==> src/rtl/sap_microsequencer_if.sv <==
// Control bus between the SAP-1 microsequencer and its datapath.
// The sequencer (master) consumes the IR opcode, the zero flag and the
// resume request, and drives every datapath strobe plus status.
interface sap_microsequencer_if #(
  parameter int OPW = 4
);

  // Datapath -> sequencer
  logic [OPW-1:0] opcode;
  logic           z_flag;
  logic           resume;

  // Sequencer -> datapath strobes (active-high)
  logic pc_out;
  logic pc_inc;
  logic pc_load;
  logic mar_load;
  logic ram_rd;
  logic ram_wr;
  logic ir_load;
  logic ir_out;
  logic a_load;
  logic a_out;
  logic b_load;
  logic alu_sub;
  logic alu_out;
  logic out_load;

  // Sequencer status
  logic       halted;
  logic       last_t;
  logic [2:0] tstate;

  modport master (
    input  opcode, z_flag, resume,
    output pc_out, pc_inc, pc_load, mar_load, ram_rd, ram_wr, ir_load,
           ir_out, a_load, a_out, b_load, alu_sub, alu_out, out_load,
           halted, last_t, tstate
  );

  modport slave (
    output opcode, z_flag, resume,
    input  pc_out, pc_inc, pc_load, mar_load, ram_rd, ram_wr, ir_load,
           ir_out, a_load, a_out, b_load, alu_sub, alu_out, out_load,
           halted, last_t, tstate
  );

endinterface

==> src/rtl/sap_microsequencer.sv <==
// SAP-1 style ring-counter microsequencer.
// The T-state register advances on the falling clock edge so that the
// strobes it decodes are stable around the datapath's rising edge. All
// outputs are decoded combinationally from the T-state, the opcode and
// the zero flag. Fetch is T1..T3; execute occupies T4 up to T6 depending
// on the instruction. With FIXED_RING set, short instructions idle with
// no strobes until T6 so every instruction takes six states.
module sap_microsequencer #(
  parameter int             OPW        = 4,
  parameter logic [OPW-1:0] OP_LDA     = OPW'(0),
  parameter logic [OPW-1:0] OP_ADD     = OPW'(1),
  parameter logic [OPW-1:0] OP_SUB     = OPW'(2),
  parameter logic [OPW-1:0] OP_STA     = OPW'(3),
  parameter logic [OPW-1:0] OP_JMP     = OPW'(4),
  parameter logic [OPW-1:0] OP_JZ      = OPW'(5),
  parameter logic [OPW-1:0] OP_OUT     = OPW'(14),
  parameter logic [OPW-1:0] OP_HLT     = OPW'(15),
  parameter bit             FIXED_RING = 1'b0
) (
  input  logic                  clock,
  input  logic                  reset,
  sap_microsequencer_if.master  bus
);

  // State codes double as the tstate output value; code 0 is illegal.
  typedef enum logic [2:0] {
    ST_ILL  = 3'd0,
    ST_T1   = 3'd1,
    ST_T2   = 3'd2,
    ST_T3   = 3'd3,
    ST_T4   = 3'd4,
    ST_T5   = 3'd5,
    ST_T6   = 3'd6,
    ST_HALT = 3'd7
  } state_e;

  state_e     state_q;
  state_e     state_d;
  logic [2:0] state_code_s;
  logic [2:0] exec_last_s;   // T-state number that ends this opcode's execute phase
  logic       exec_done_s;   // current state is that final execute state

  logic pc_out_s;
  logic pc_inc_s;
  logic pc_load_s;
  logic mar_load_s;
  logic ram_rd_s;
  logic ram_wr_s;
  logic ir_load_s;
  logic ir_out_s;
  logic a_load_s;
  logic a_out_s;
  logic b_load_s;
  logic alu_sub_s;
  logic alu_out_s;
  logic out_load_s;
  logic halted_s;
  logic last_t_s;

  assign state_code_s = state_q;

  // Length of the execute phase for the opcode held in the IR.
  always_comb begin
    exec_last_s = 3'd4;
    case (bus.opcode)
      OP_LDA:  exec_last_s = 3'd5;
      OP_STA:  exec_last_s = 3'd5;
      OP_ADD:  exec_last_s = 3'd6;
      OP_SUB:  exec_last_s = 3'd6;
      default: exec_last_s = 3'd4;   // JMP, JZ, OUT and undefined opcodes (NOP)
    endcase
  end

  assign exec_done_s = (state_code_s >= 3'd4) && (state_code_s <= 3'd6) &&
                       (state_code_s == exec_last_s);

  // Next T-state: fetch ring, opcode-dependent execute length, HALT hold.
  always_comb begin
    state_d = state_q;
    case (state_q)
      ST_T1: state_d = ST_T2;
      ST_T2: state_d = ST_T3;
      ST_T3: begin
        if (bus.opcode == OP_HLT) begin
          state_d = ST_HALT;
        end else begin
          state_d = ST_T4;
        end
      end
      ST_T4: begin
        if (exec_done_s && !FIXED_RING) begin
          state_d = ST_T1;
        end else begin
          state_d = ST_T5;
        end
      end
      ST_T5: begin
        if (exec_done_s && !FIXED_RING) begin
          state_d = ST_T1;
        end else begin
          state_d = ST_T6;
        end
      end
      ST_T6: state_d = ST_T1;
      ST_HALT: begin
        if (bus.resume) begin
          state_d = ST_T1;
        end else begin
          state_d = ST_HALT;
        end
      end
      default: state_d = ST_T1;      // illegal code 0 recovers to T1
    endcase
  end

  // T-state register: falling-edge update, async active-low reset to T1.
  always_ff @(negedge clock or negedge reset) begin
    if (!reset) begin
      state_q <= ST_T1;
    end else begin
      state_q <= state_d;
    end
  end

  // Strobe decode; anything not named for a state stays low.
  always_comb begin
    pc_out_s   = 1'b0;
    pc_inc_s   = 1'b0;
    pc_load_s  = 1'b0;
    mar_load_s = 1'b0;
    ram_rd_s   = 1'b0;
    ram_wr_s   = 1'b0;
    ir_load_s  = 1'b0;
    ir_out_s   = 1'b0;
    a_load_s   = 1'b0;
    a_out_s    = 1'b0;
    b_load_s   = 1'b0;
    alu_sub_s  = 1'b0;
    alu_out_s  = 1'b0;
    out_load_s = 1'b0;
    halted_s   = 1'b0;
    case (state_q)
      ST_T1: begin
        pc_out_s   = 1'b1;
        mar_load_s = 1'b1;
      end
      ST_T2: begin
        pc_inc_s = 1'b1;
      end
      ST_T3: begin
        ram_rd_s  = 1'b1;
        ir_load_s = 1'b1;
      end
      ST_T4: begin
        case (bus.opcode)
          OP_LDA, OP_ADD, OP_SUB, OP_STA: begin
            ir_out_s   = 1'b1;
            mar_load_s = 1'b1;
          end
          OP_JMP: begin
            ir_out_s  = 1'b1;
            pc_load_s = 1'b1;
          end
          OP_JZ: begin
            if (bus.z_flag) begin
              ir_out_s  = 1'b1;
              pc_load_s = 1'b1;
            end else begin
              ir_out_s  = 1'b0;
              pc_load_s = 1'b0;
            end
          end
          OP_OUT: begin
            a_out_s    = 1'b1;
            out_load_s = 1'b1;
          end
          default: begin
            ir_out_s = 1'b0;         // NOP: no strobes
          end
        endcase
      end
      ST_T5: begin
        case (bus.opcode)
          OP_LDA: begin
            ram_rd_s = 1'b1;
            a_load_s = 1'b1;
          end
          OP_ADD: begin
            ram_rd_s = 1'b1;
            b_load_s = 1'b1;
          end
          OP_SUB: begin
            ram_rd_s  = 1'b1;
            b_load_s  = 1'b1;
            alu_sub_s = 1'b1;
          end
          OP_STA: begin
            a_out_s  = 1'b1;
            ram_wr_s = 1'b1;
          end
          default: begin
            ram_rd_s = 1'b0;         // idle fill state in fixed-ring mode
          end
        endcase
      end
      ST_T6: begin
        case (bus.opcode)
          OP_ADD: begin
            alu_out_s = 1'b1;
            a_load_s  = 1'b1;
          end
          OP_SUB: begin
            alu_out_s = 1'b1;
            a_load_s  = 1'b1;
            alu_sub_s = 1'b1;
          end
          default: begin
            alu_out_s = 1'b0;        // idle fill state in fixed-ring mode
          end
        endcase
      end
      ST_HALT: begin
        halted_s = 1'b1;
      end
      default: begin
        halted_s = 1'b0;             // illegal code: quiet until recovery
      end
    endcase
  end

  // Final-state flag: T6 only in fixed-ring mode, else the last execute state.
  always_comb begin
    if (FIXED_RING) begin
      last_t_s = (state_q == ST_T6);
    end else begin
      last_t_s = exec_done_s;
    end
  end

  assign bus.pc_out   = pc_out_s;
  assign bus.pc_inc   = pc_inc_s;
  assign bus.pc_load  = pc_load_s;
  assign bus.mar_load = mar_load_s;
  assign bus.ram_rd   = ram_rd_s;
  assign bus.ram_wr   = ram_wr_s;
  assign bus.ir_load  = ir_load_s;
  assign bus.ir_out   = ir_out_s;
  assign bus.a_load   = a_load_s;
  assign bus.a_out    = a_out_s;
  assign bus.b_load   = b_load_s;
  assign bus.alu_sub  = alu_sub_s;
  assign bus.alu_out  = alu_out_s;
  assign bus.out_load = out_load_s;
  assign bus.halted   = halted_s;
  assign bus.last_t   = last_t_s;
  assign bus.tstate   = state_code_s;

endmodule

==> src/flat_wrapper.sv <==
// flat-port wrapper written by rule: the top's interface ports become plain ports
module sap_microsequencer_flat 
#(
  parameter int             OPW        = 4,
  parameter logic [OPW-1:0] OP_LDA     = OPW'(0),
  parameter logic [OPW-1:0] OP_ADD     = OPW'(1),
  parameter logic [OPW-1:0] OP_SUB     = OPW'(2),
  parameter logic [OPW-1:0] OP_STA     = OPW'(3),
  parameter logic [OPW-1:0] OP_JMP     = OPW'(4),
  parameter logic [OPW-1:0] OP_JZ      = OPW'(5),
  parameter logic [OPW-1:0] OP_OUT     = OPW'(14),
  parameter logic [OPW-1:0] OP_HLT     = OPW'(15),
  parameter bit             FIXED_RING = 1'b0
)
  (clock, reset, bus_opcode, bus_z_flag, bus_resume, bus_pc_out, bus_pc_inc, bus_pc_load, bus_mar_load, bus_ram_rd, bus_ram_wr, bus_ir_load, bus_ir_out, bus_a_load, bus_a_out, bus_b_load, bus_alu_sub, bus_alu_out, bus_out_load, bus_halted, bus_last_t, bus_tstate);
  sap_microsequencer_if #(.OPW(OPW)) bus_i ();
  input  logic clock;
  input  logic reset;
  input wire logic [$bits(bus_i.opcode)-1:0] bus_opcode;
  input wire logic [$bits(bus_i.z_flag)-1:0] bus_z_flag;
  input wire logic [$bits(bus_i.resume)-1:0] bus_resume;
  output wire logic [$bits(bus_i.pc_out)-1:0] bus_pc_out;
  output wire logic [$bits(bus_i.pc_inc)-1:0] bus_pc_inc;
  output wire logic [$bits(bus_i.pc_load)-1:0] bus_pc_load;
  output wire logic [$bits(bus_i.mar_load)-1:0] bus_mar_load;
  output wire logic [$bits(bus_i.ram_rd)-1:0] bus_ram_rd;
  output wire logic [$bits(bus_i.ram_wr)-1:0] bus_ram_wr;
  output wire logic [$bits(bus_i.ir_load)-1:0] bus_ir_load;
  output wire logic [$bits(bus_i.ir_out)-1:0] bus_ir_out;
  output wire logic [$bits(bus_i.a_load)-1:0] bus_a_load;
  output wire logic [$bits(bus_i.a_out)-1:0] bus_a_out;
  output wire logic [$bits(bus_i.b_load)-1:0] bus_b_load;
  output wire logic [$bits(bus_i.alu_sub)-1:0] bus_alu_sub;
  output wire logic [$bits(bus_i.alu_out)-1:0] bus_alu_out;
  output wire logic [$bits(bus_i.out_load)-1:0] bus_out_load;
  output wire logic [$bits(bus_i.halted)-1:0] bus_halted;
  output wire logic [$bits(bus_i.last_t)-1:0] bus_last_t;
  output wire logic [$bits(bus_i.tstate)-1:0] bus_tstate;
  assign bus_i.opcode = bus_opcode;
  assign bus_i.z_flag = bus_z_flag;
  assign bus_i.resume = bus_resume;
  assign bus_pc_out = bus_i.pc_out;
  assign bus_pc_inc = bus_i.pc_inc;
  assign bus_pc_load = bus_i.pc_load;
  assign bus_mar_load = bus_i.mar_load;
  assign bus_ram_rd = bus_i.ram_rd;
  assign bus_ram_wr = bus_i.ram_wr;
  assign bus_ir_load = bus_i.ir_load;
  assign bus_ir_out = bus_i.ir_out;
  assign bus_a_load = bus_i.a_load;
  assign bus_a_out = bus_i.a_out;
  assign bus_b_load = bus_i.b_load;
  assign bus_alu_sub = bus_i.alu_sub;
  assign bus_alu_out = bus_i.alu_out;
  assign bus_out_load = bus_i.out_load;
  assign bus_halted = bus_i.halted;
  assign bus_last_t = bus_i.last_t;
  assign bus_tstate = bus_i.tstate;
  sap_microsequencer #(.OPW(OPW), .OP_LDA(OP_LDA), .OP_ADD(OP_ADD), .OP_SUB(OP_SUB), .OP_STA(OP_STA), .OP_JMP(OP_JMP), .OP_JZ(OP_JZ), .OP_OUT(OP_OUT), .OP_HLT(OP_HLT), .FIXED_RING(FIXED_RING)) u_core (.clock(clock), .reset(reset), .bus(bus_i));
endmodule
==> config.mk <==
export PLATFORM = sky130hd
export DESIGN_NAME = sap_microsequencer_flat
export DESIGN_NICKNAME = d
export VERILOG_FILES = /design/src/rtl/sap_microsequencer_if.sv /design/src/rtl/sap_microsequencer.sv /design/src/flat_wrapper.sv
export SDC_FILE = /design/constraint.sdc
export NUM_CORES = 1
export LEC_CHECK = 0
export CORE_AREA = 3 3 40 42
export CTS_CLUSTER_DIAMETER = 100
export DETAILED_ROUTE_END_ITERATION = 12
export DIE_AREA = 0 0 43 45
export PLACE_DENSITY = 0.82
export SLEW_MARGIN = 40
export SYNTH_ARGS = -nofsm -noshare
export SYNTH_HDL_FRONTEND = slang
export SYNTH_SLANG_ARGS = --single-unit
export TNS_END_PERCENT = 100
==> constraint.sdc <==
create_clock -name clock -period 4.7 [get_ports clock]
set_clock_uncertainty 0.2 [all_clocks]
set_input_delay 0.47 -clock clock [delete_from_list [all_inputs] [get_ports clock]]
set_output_delay 0.47 -clock clock [all_outputs]
set_load 0.02 [all_outputs]
==> results.toml <==
[clock_network]
cts_buffer_depth = 2
htree_levels = 1
root_buffer = "clkbuf_4"
cts_buffers = 3
tritoncts = "yes"
clk_pin_slew_ns = 0.04
clock-sinks = 3
clk_latency_ns = 0.30

[global_route]
grt_antenna_before_repair = 0
grtUsageTotal_pct = 17.4
grt_pass1_wl_mm = 2.55
grt_pass1_vias = 583
gr-total-overflow = 0
grt_max_degree = 15

[placement]
portBuffers = 26
placed_area_um2 = 785
globalplace.congestion = 0.837
dp_slack_ns = -0.200
dpl.hpwl_mm = 1.11

[pwr]
power_switching_w = 0.000205
p_comb_share_pct = 76.8
power.density_nw_per_um2 = 550
power_frac_seq_pct = 11.6
peakVddDrop_uv = 300
leakagePower_nw = 0.362
swShare_pct = 47.2
p_int_w = 0.000229
p_total_w = 0.000434
clkPwrFrac_pct = 11.6

[worst_setup_path]
path_class = "register to output port"
path_max_fanout = 2
cp-end-kind = "output port"
crit_arrival_ns = 4.00
r2r_cells = 5
critPathRequiredTime_ns = 4.03
timing.rr.start = "u_core.bus.tstate[2]"
regToRegSetupSlack_ns = 2.80
start_kind = "register"
rr_endpoint = "u_core.bus.tstate[1]"

[floorplanning]
rows = 13
die_area_um2 = 1940
die_y_um = 45
core-area_um2 = 1280
die_w_um = 43
initial_core_util_pct = 32.6
io_pins = 27

[sta]
worst_pin_slew_ns = 0.339
slew_headroom_pct = 77.1
setup_violations = 0
maxSlewViolCount = 0
rsz0062_at_grt = "false"
finalHoldViolCount = 0
worst_slack_ns = 0.0347

[final_layout]
largest_reg_flops = 3
fin_util_pct = 61.4
diodes = 0
fill_cells = 128
fin_area_um2 = 790
drive_gt1_share_pct = 41.8
syn2layout_area_growth_pct = 88.4
nNetsFinal = 107

[hold_path]
worstHoldStart = "u_core.bus.tstate[2]"
min_path_type = "register to register"
worstHoldPathCells = 3
whs_endpoint = "u_core.bus.tstate[0]"

[logic_synthesis]
synth_cell_types = 36
avgSynthCellArea_um2 = 6.99
syn-cell-area_um2 = 419
synth_edf_count = 0
synthFlopType = "dfrtn_1"
async_flop_share_pct = 100
synth_nets = 68
ys_ff_latch = 3
synth_top_area_share_pct = 11.9
yosysSeqAreaShare_pct = 18.2
synthTopCellsByArea = "dfrtn_1, nor2_1, dfstp_2, nand2b_1, a211oi_1"
netlist_instances = 60
yosysTopAreaCell = "dfrtn_1"
yosysWarnings = 0

[status]
outcome = "finished clean"

[detailed_routing]
drt_iter0_markers = 9
drtPass1Iterations = 4
wl_mm = 1.58
vias_per_cell = 5.35
num_vias = 605
drcViolationCount = 0
wl_per_cell_um = 14.0
ant_nets = 0

[flow_run]
drv_cap = 0
-- power groups by stage --
stage | combinational [W] | clock (W) | sequential [W]
floorplan | 0.000146 | 0.00000266 | 0.0000747
global placement | 0.000324 | 0.00000266 | 0.0000476
detailed placement | 0.000328 | 0.00000266 | 0.0000490
CTS | 0.000322 | 0.0000521 | 0.0000494
global route | 0.000357 | 0.0000526 | 0.0000519
finish | 0.000333 | 0.0000503 | 0.0000505
-- cells in the final DEF, fill, tap and decap left out, types with 2 or more instances in the layout --
cell type	instances
buf_2	8
clkbuf_4	3
inv_1	4
or3_1	2
buf_4	12
buf_6	4
nand2b_1	4
nor3_1	2
dfrtn_1	2
dlygate4sd2_1	2
or3b_4	2
nand4_1	2
clkbuf_2	3
clkdlybuf4s50_1	10
nor2_1	7
nand2_1	3
-- how the worst max path moves through the flow --
stage,start,to,cells past startpoint
3_3_place_gp,u_core.bus.tstate[2],bus_a_out,4
2_1_floorplan,u_core.bus.tstate[2],bus_a_out,3
4_1_cts,u_core.bus.tstate[0],bus_ram_rd,6
3_5_place_dp,u_core.bus.tstate[2],bus_alu_sub,4
5_1_grt,u_core.bus.tstate[0],bus_a_out,4
6_report,u_core.bus.tstate[2],bus_a_out,4
-- through the flow --
| step | TNS (ns) | hold WS (ns) | cells |
|---|---|---|---|
| 6_report | 0 | 0.505 | 113 |
| 5_1_grt | 0 | 0.577 | 113 |
| 4_1_cts | 0 | 0.494 | 113 |
| 3_5_place_dp | -0.992 | 0.556 | 109 |
| 3_3_place_gp | -0.781 | 0.518 | 109 |
| 2_1_floorplan | 0 | 0.503 | 60 |
-- metal layers --
layer / global-route usage (%) / part of all wire, % / vias to the layer above
li1: - / - / 297
met1: 19.7 / 40 / 275
met2: 30.2 / 50 / 31
met3: 2.79 / 8.3 / 2
met4: 11.4 / 0.63 / 0
met5: 0 / 0 / -
-- area by class of cell --
| cell class | count | area (um^2) | share of cell area (%) |
|---|---|---|---|
| Clock inverter | 1 | 3.75 | 0.475 |
| Tap cell | 15 | 18.8 | 2.38 |
| Inverter | 3 | 11.3 | 1.43 |
| Sequential cell | 3 | 76.3 | 9.67 |
| Clock buffer | 4 | 26.3 | 3.33 |
| Timing Repair Buffer | 39 | 308 | 39.0 |
| Multi-Input combinational cell | 48 | 345 | 43.7 |
-- Yosys cell counts (all sizes together), types with 3 or more instances --
| master | n |
|---|---|
| nand2b | 4 |
| nand2 | 3 |
| inv | 4 |
| nor2 | 8 |
| clkbuf | 3 |
-- cell families (layout without fill, tap and decap cells) --
family / after synthesis / in the layout / synth area share (%)
simple gates: 29 / 29 / 38.8
compound gates: 17 / 17 / 30.2
buf+inv: 9 / 47 / 8.66
flops: 3 / 3 / 18.2
xor+xnor: 2 / 2 / 4.18
-- critical path: stages (launching register included) --
cell	delay, ns
dfrtn_1	0.41
or3b_4	0.38
or3_1	0.33
a21boi_2	0.14
buf_6	0.13
-- timing repair --
action / CTS / global route
gates resized for setup: 56 / 18
endpoints found under the setup margin: 16 / 12
hold buffers: 0 / 0
pin swaps: 1 / 2
buffers inserted: 0 / 0
No activity file was read; power rests on OpenSTA's default activity.
